**config.mk**
```make
export PLATFORM = sky130hd
export DESIGN_NAME = mux_scan_sequencer
export DESIGN_NICKNAME = d
export VERILOG_FILES = /design/src/rtl/mux_scan_pkg.sv /design/src/rtl/settle_timer.sv /design/src/rtl/mux_scan_sequencer.sv
export SDC_FILE = /design/constraint.sdc
export NUM_CORES = 1
export LEC_CHECK = 0
export ABC_CLOCK_PERIOD_IN_PS = 1500
export CAP_MARGIN = 20
export CORE_MARGIN = 2
export CORE_UTILIZATION = 44
export DETAILED_ROUTE_END_ITERATION = 8
export GPL_ROUTABILITY_DRIVEN = 0
export HOLD_SLACK_MARGIN = 0.06
export PLACE_DENSITY_LB_ADDON = 0.05
export SLEW_MARGIN = 10
export SYNTH_ARGS = -nofsm -noshare
export SYNTH_HDL_FRONTEND = slang
export SYNTH_SLANG_ARGS = --single-unit
```
**constraint.sdc**
```tcl
create_clock -name clk -period 1.5 [get_ports clk]
set_input_delay 0.3 -clock clk [delete_from_list [all_inputs] [get_ports clk]]
set_output_delay 0.3 -clock clk [all_outputs]
set_load 0.01 [all_outputs]
```
**src/rtl/mux_scan_pkg.sv**
```systemverilog
// Shared types and constants for the 4:1 mux scan sequencer.
package mux_scan_pkg;

    localparam int unsigned NUM_INPUTS = 4;
    localparam int unsigned SEL_W      = 2;

    typedef logic [1:0] state_t;

    localparam state_t ST_IDLE = 2'd0;
    localparam state_t ST_SCAN = 2'd1;
    localparam state_t ST_DONE = 2'd2;

endpackage

```
**src/rtl/settle_timer.sv**
```systemverilog
// Loadable down-counter that stops at zero; zero_c flags the settle window end.
module settle_timer #(
    parameter int unsigned CNT_W = 2
) (
    input  logic             clk,
    input  logic             reset,
    input  logic             load,
    input  logic [CNT_W-1:0] load_value,
    output logic             zero_c
);

    logic [CNT_W-1:0] cnt_q;
    logic [CNT_W-1:0] cnt_d;

    always_comb begin
        cnt_d = cnt_q;
        if (load) begin
            cnt_d = load_value;
        end else if (cnt_q != '0) begin
            cnt_d = cnt_q - CNT_W'(1);
        end
    end

    always_ff @(posedge clk or posedge reset) begin
        if (reset) begin
            cnt_q <= '0;
        end else begin
            cnt_q <= cnt_d;
        end
    end

    assign zero_c = (cnt_q == '0);

endmodule

```
**src/rtl/mux_scan_sequencer.sv**
```systemverilog
// Steps the 4:1 mux select through all inputs, samples each after a settle
// window, and presents the assembled word on a valid/ready handshake.
module mux_scan_sequencer
    import mux_scan_pkg::*;
#(
    parameter int unsigned SETTLE_CYCLES = 2
) (
    input  logic       clk,
    input  logic       reset,
    input  logic       start,
    input  logic       mux_out,
    output logic       address0,
    output logic       address1,
    output logic       busy,
    output logic [3:0] word,
    output logic       word_valid,
    input  logic       word_ready
);

    localparam int unsigned CNT_W = $clog2(SETTLE_CYCLES + 1);

    if (SETTLE_CYCLES < 1 || SETTLE_CYCLES > 255) begin : g_bad_settle
        $error("mux_scan_sequencer: SETTLE_CYCLES must be in 1..255");
    end

    state_t                  state_q, state_d;
    logic [SEL_W-1:0]        sel_q, sel_d;
    logic [NUM_INPUTS-1:0]   shadow_q, shadow_d;
    logic [NUM_INPUTS-1:0]   word_q, word_d;
    logic                    busy_q, busy_d;
    logic                    word_valid_q, word_valid_d;
    logic                    load;
    logic                    zero_c;

    settle_timer #(
        .CNT_W (CNT_W)
    ) u_settle_timer (
        .clk        (clk),
        .reset      (reset),
        .load       (load),
        .load_value (CNT_W'(SETTLE_CYCLES - 1)),
        .zero_c     (zero_c)
    );

    always_comb begin
        state_d  = state_q;
        sel_d    = sel_q;
        shadow_d = shadow_q;
        word_d   = word_q;
        load     = 1'b0;

        case (state_q)
            ST_IDLE: begin
                if (start) begin
                    state_d = ST_SCAN;
                    sel_d   = '0;
                    load    = 1'b1;
                end
            end
            ST_SCAN: begin
                if (zero_c) begin
                    shadow_d[sel_q] = mux_out;
                    if (sel_q == SEL_W'(NUM_INPUTS - 1)) begin
                        word_d  = {mux_out, shadow_q[2:0]};
                        sel_d   = '0;
                        state_d = ST_DONE;
                    end else begin
                        sel_d = sel_q + SEL_W'(1);
                        load  = 1'b1;
                    end
                end
            end
            ST_DONE: begin
                // Back-to-back scan starts straight from DONE on acceptance.
                if (word_ready) begin
                    if (start) begin
                        state_d = ST_SCAN;
                        sel_d   = '0;
                        load    = 1'b1;
                    end else begin
                        state_d = ST_IDLE;
                    end
                end
            end
            default: begin
                state_d = ST_IDLE;
                sel_d   = '0;
            end
        endcase

        busy_d       = (state_d == ST_SCAN);
        word_valid_d = (state_d == ST_DONE);
    end

    always_ff @(posedge clk or posedge reset) begin
        if (reset) begin
            state_q      <= ST_IDLE;
            sel_q        <= '0;
            shadow_q     <= '0;
            word_q       <= '0;
            busy_q       <= 1'b0;
            word_valid_q <= 1'b0;
        end else begin
            state_q      <= state_d;
            sel_q        <= sel_d;
            shadow_q     <= shadow_d;
            word_q       <= word_d;
            busy_q       <= busy_d;
            word_valid_q <= word_valid_d;
        end
    end

    assign address0   = sel_q[0];
    assign address1   = sel_q[1];
    assign busy       = busy_q;
    assign word       = word_q;
    assign word_valid = word_valid_q;

endmodule

```
# After elaboration in Yosys (flattened, before gate mapping)
# Index checks and enable logic that the tools add are counted.
# word_totals
regBits,16
# classes
add_sub_neg,2
magnitude_cmp,2
eq_ne,7
mux,21
n_reduce_logical,8
# ops
op,count
2-bit two-way mux,10
2-bit case mux with 3 select lines,2
2-bit == test (second input constant),3
1-bit two-way mux,6
4-bit bitwise mux,1
2-bit by 1-bit == test with 1-bit output (second input constant),2
2-bit zero test,2
2-bit AND reduction,2
2-bit nonzero test,2
2-bit by 3-bit < comparator with 1-bit output (second input constant),1
1-bit case mux with 3 select lines,1
3-bit AND reduction,1
2-bit by 1-bit adder with 2-bit output (second input constant),1
1-bit demux with 2-bit select,1
2-bit by 1-bit greater-or-equal comparator with 1-bit output (second input constant),1
2-bit by 1-bit != test with 1-bit output (second input constant),1
2-bit != test (second input constant),1
2-bit by 1-bit subtractor with 2-bit output (second input constant),1
1-bit logical AND,1

# Longest topological paths before layout
# depth
depth_word,5
depth_mapped,6

# By module
# From an unflattened synthesis, not the netlist that was laid out.
# unflattened
hier_cells,65
area_unflattened_um2,755.7
# modules_own_cells
module,n_inst,cells_each,area_each_um2,seq_area_each_um2
mux_scan_sequencer,1,52,628.1,325.3
settle_timer,1,13,127.6,50.0

# Worst setup path before layout
# Ideal clock, no wire load.
# synth_timing
kind,register -> register
start,register u_settle_timer.cnt_q[0]
end,"register word_q[0], in the netlist word[0]"
setup_time_ps,125
t_arrival_ps,1353
required_time_ps,1375
setup_slack_ps,22
stages_incl_launch_ff,7
n_path_buf,1
period_less_slack_ps,1478
cell_sequence,dfrtp_1 inv_1 ha_1 buf_2 and3b_2 nand2_4 mux2_4
# synth_via
elab_chain_len,2
# synth_rtl
element,line_no,source
from (decl),settle_timer.sv:12,logic [CNT_W-1:0] cnt_q;
from (signal assigned),settle_timer.sv:28,cnt_q <= cnt_d;
2-bit zero test,settle_timer.sv:32,assign zero_c = (cnt_q == '0);
3-bit AND reduction (no source line),-,
to (signal assigned),mux_scan_sequencer.sv:107,word_q <= word_d;
to (decl),mux_scan_sequencer.sv:29,"logic [NUM_INPUTS-1:0] word_q, word_d;"
# No other way between the ends.
# A chain may end at the register's enable or synchronous reset.

# Worst setup path after layout
# layout_timing
start,"register word_valid_q, in the netlist word_valid"
end,output word_valid
# layout_rtl
element,line_no,source
from (decl),mux_scan_sequencer.sv:31,"logic word_valid_q, word_valid_d;"
from (signal assigned),mux_scan_sequencer.sv:109,word_valid_q <= word_valid_d;
to (decl),mux_scan_sequencer.sv:16,"output logic word_valid,"
# No word-level cell between the ends.

==> summary.txt <==
RSZ-0062 raised after global routing: false
Sum Neg Setup Slack: 0 ns
clk slew on worst S/H paths: 0.09 ns
largest net degree at the start of global routing: 16
CP delay by family, top: buffers and inverters
final hold vios: 0
Ant. Diodes: 0
CTS tree: done
clock root buffer: clkbuf_4
Worst Skew: 0.00101 ns
Mapped Cells: 62
initial antenna violation count: 0
grt ovf: 0
CP cell instances: clkdlybuf4s50_1
Static Leak: 0.000510 uW
Max stage delay on crit path: 0.52 ns
WP data arrival: 1.13 ns
Reg-to-Reg Start: sel_q[0]$_DFFE_PP0P_
Final Max Tran Viols: 0
fin worst setup slack: 0.0726 ns
WS Path Type: register to output pin
Row Count: 14
Hold/Removal Path Class: input pin to async pin
sequential area share after synthesis: 50.9%
pwr dens: 1920 nW/um2
outcome: finished clean
worst vdd ir: 0.901 mV
First-pass DRT Iterations: 4
hpwl dp: 948 um
commonest non-fill, non-tap cell in the layout: dfrtp_1
CP required: 1.20 ns
post-DR wirelength/cell: 13.8 um
CP max-delay cell: clkdlybuf4s50_1
crit share post-route: 95.2%
cts hold-fix bufs: 0
full die area: 2020 um2
total nets after synthesis: 72
H-tree depth: 1
Core ar.: 1540 um2
Total Power: 1840 uW
CP Buf/Inv Count: 1
Ports: 13
Synth cell types: 22
maximum fanout along the worst path: 1
clk sinks: 15
RR Endpoint: u_settle_timer.cnt_q[1]$_DFFE_PP0P_
FMAX: 0.701 GHz
Worst Setup Slack post-DPL: 0.000834 ns
highest-count cells in the layout ignoring fill and taps: dfrtp_1, clkdlybuf4s50_1, buf_4
Port Buf Inserts: 12
DIE HEIGHT: 44.9 um
Post-Syn Area: 737 um2
via density per instance: 5.01
critical path endpoint category: output pin
Via Count: 496
first-pass GRT wire length: 2.30 mm
initial DRC count: 10
number of max-cap violations: 0
Skew-Pair Late Insertion Delay: 0.28 ns
Worst setup SP type: register
vias in the first global route: 503
Final ANT Viol Nets: 0
Least-Margin Pin Slew: 0.369 ns
layout cells sized above 1: 20.5%
r2r setup slk: 0.08 ns
Avg Cell Area, Syn: 11.9 um2
chip width: 44.9 um
Starting Density: 47.8%
gr usage total: 15.9%
Final Net Count: 94
worst-case clock buffer depth: 2
#FFs+latches synth: 15
cells on worst reg2reg path: 5
Ys Warns: 0
CTS Buf Count: 3
Area Overhead vs Synth: 30.2%
Setup violations, final: 0
# DRC: 0
minimum clock period: 1.43 ns
DRT Wirelength: 1.36 mm
WHS: 0.307 ns
Relative slew margins: 75.3%
CP startpoint: word_valid$_DFF_PP0_
[area by class of cell]
cell class | instances | area, um2
Clock buffer | 4 | 26.3
Fill cell | 127 | 582
Inverter | 5 | 18.8
Multi-Input combinational cell | 41 | 342
Sequential cell | 15 | 377
Tap cell | 16 | 20.0
Timing Repair Buffer | 18 | 176
[layer usage]
| layer | vias to the layer above | wire, um | global-route usage, % |
|---|---|---|---|
| li1 | 255 | - | - |
| met1 | 220 | 698 | 25.0 |
| met2 | 17 | 578 | 21.4 |
| met3 | 4 | 77 | 3.60 |
| met4 | 0 | 10 | 5.29 |
| met5 | - | 0 | 0 |
[metrics by stage]
stage               std cells  cell area, um2  utilization [%]
floorplan                  62             737                -
global placement           93             902             58.5
detailed placement         93             902             58.5
CTS                        99             943             61.2
global route               99             960             62.3
finish                     99             960             62.3
[timing repair]
action	4_1_cts	5_1_grt
setup buffers	2	0
endpoints found under the setup margin	3	7
pin swaps	0	0
resized for setup	2	6
cloned	0	0
[where the power goes]
group	leakage, uW	switching, uW	total, uW	internal, uW
clock network	0.0000150	131	235	103
registers	0.000181	79.5	662	582
logic	0.000314	437	947	510
total	0.000510	648	1840	1200
[tightest hold or removal path: cells and delay by family]
family,cells,cell delay (ns)
buffers and inverters,3,0.65
[registers in the layout (all words and copies together), names as in the netlist]
signal                count
word                      4
shadow_q                  3
sel_q                     2
state_q                   2
u_settle_timer.cnt_q      2
busy                      1
word_valid                1
[worst max path at each step]
stage                                          end  slack [ns]  depth (start not counted)
2_1_floorplan                  word[0]$_DFFE_PP0P_        0.02                          6
3_3_place_gp                  state_q[0]$_DFF_PP0_        0.01                          4
3_5_place_dp                  state_q[0]$_DFF_PP0_      0.0008                          4
4_1_cts                                   address0       0.007                          1
5_1_grt        u_settle_timer.cnt_q[1]$_DFFE_PP0P_        0.02                          5
6_report                                word_valid        0.07                          1
[cells in the mapped netlist]
| cell type | n | share of area [%] |
|---|---|---|
| a2bb2oi_1 | 1 | 1.2 |
| o2bb2ai_1 | 2 | 2.4 |
| a21oi_1 | 4 | 2.7 |
| mux2_1 | 3 | 4.6 |
| nand3_1 | 1 | 0.68 |
| nand3b_1 | 1 | 1.0 |
| a211o_1 | 1 | 1.2 |
| xnor2_1 | 1 | 1.2 |
| buf_2 | 1 | 0.68 |
| nand2_1 | 5 | 2.5 |
| and3b_2 | 1 | 1.4 |
| mux2_4 | 4 | 8.1 |
| nor2b_1 | 2 | 1.7 |
| nor2_1 | 1 | 0.51 |
| ha_1 | 5 | 8.5 |
| nand2b_1 | 2 | 1.7 |
| dfrtp_1 | 15 | 51 |
| nand2_4 | 1 | 1.5 |
| inv_1 | 5 | 2.5 |
| a211oi_1 | 1 | 1.0 |
| o21ai_0 | 4 | 2.7 |
| o31a_1 | 1 | 1.2 |
[cells by family after synthesis]
family / Yosys count / share of synthesized area (%)
AO/OA/AOI/OAI: 14 / 12.4
XOR/XNOR: 1 / 1.19
adder cells (fa/ha/maj): 5 / 8.49
buffers and inverters: 6 / 3.23
flip-flops: 15 / 50.9
multiplexers: 7 / 12.7
AND/OR/NAND/NOR: 14 / 11.0
Power figures use the tool's default switching activity.
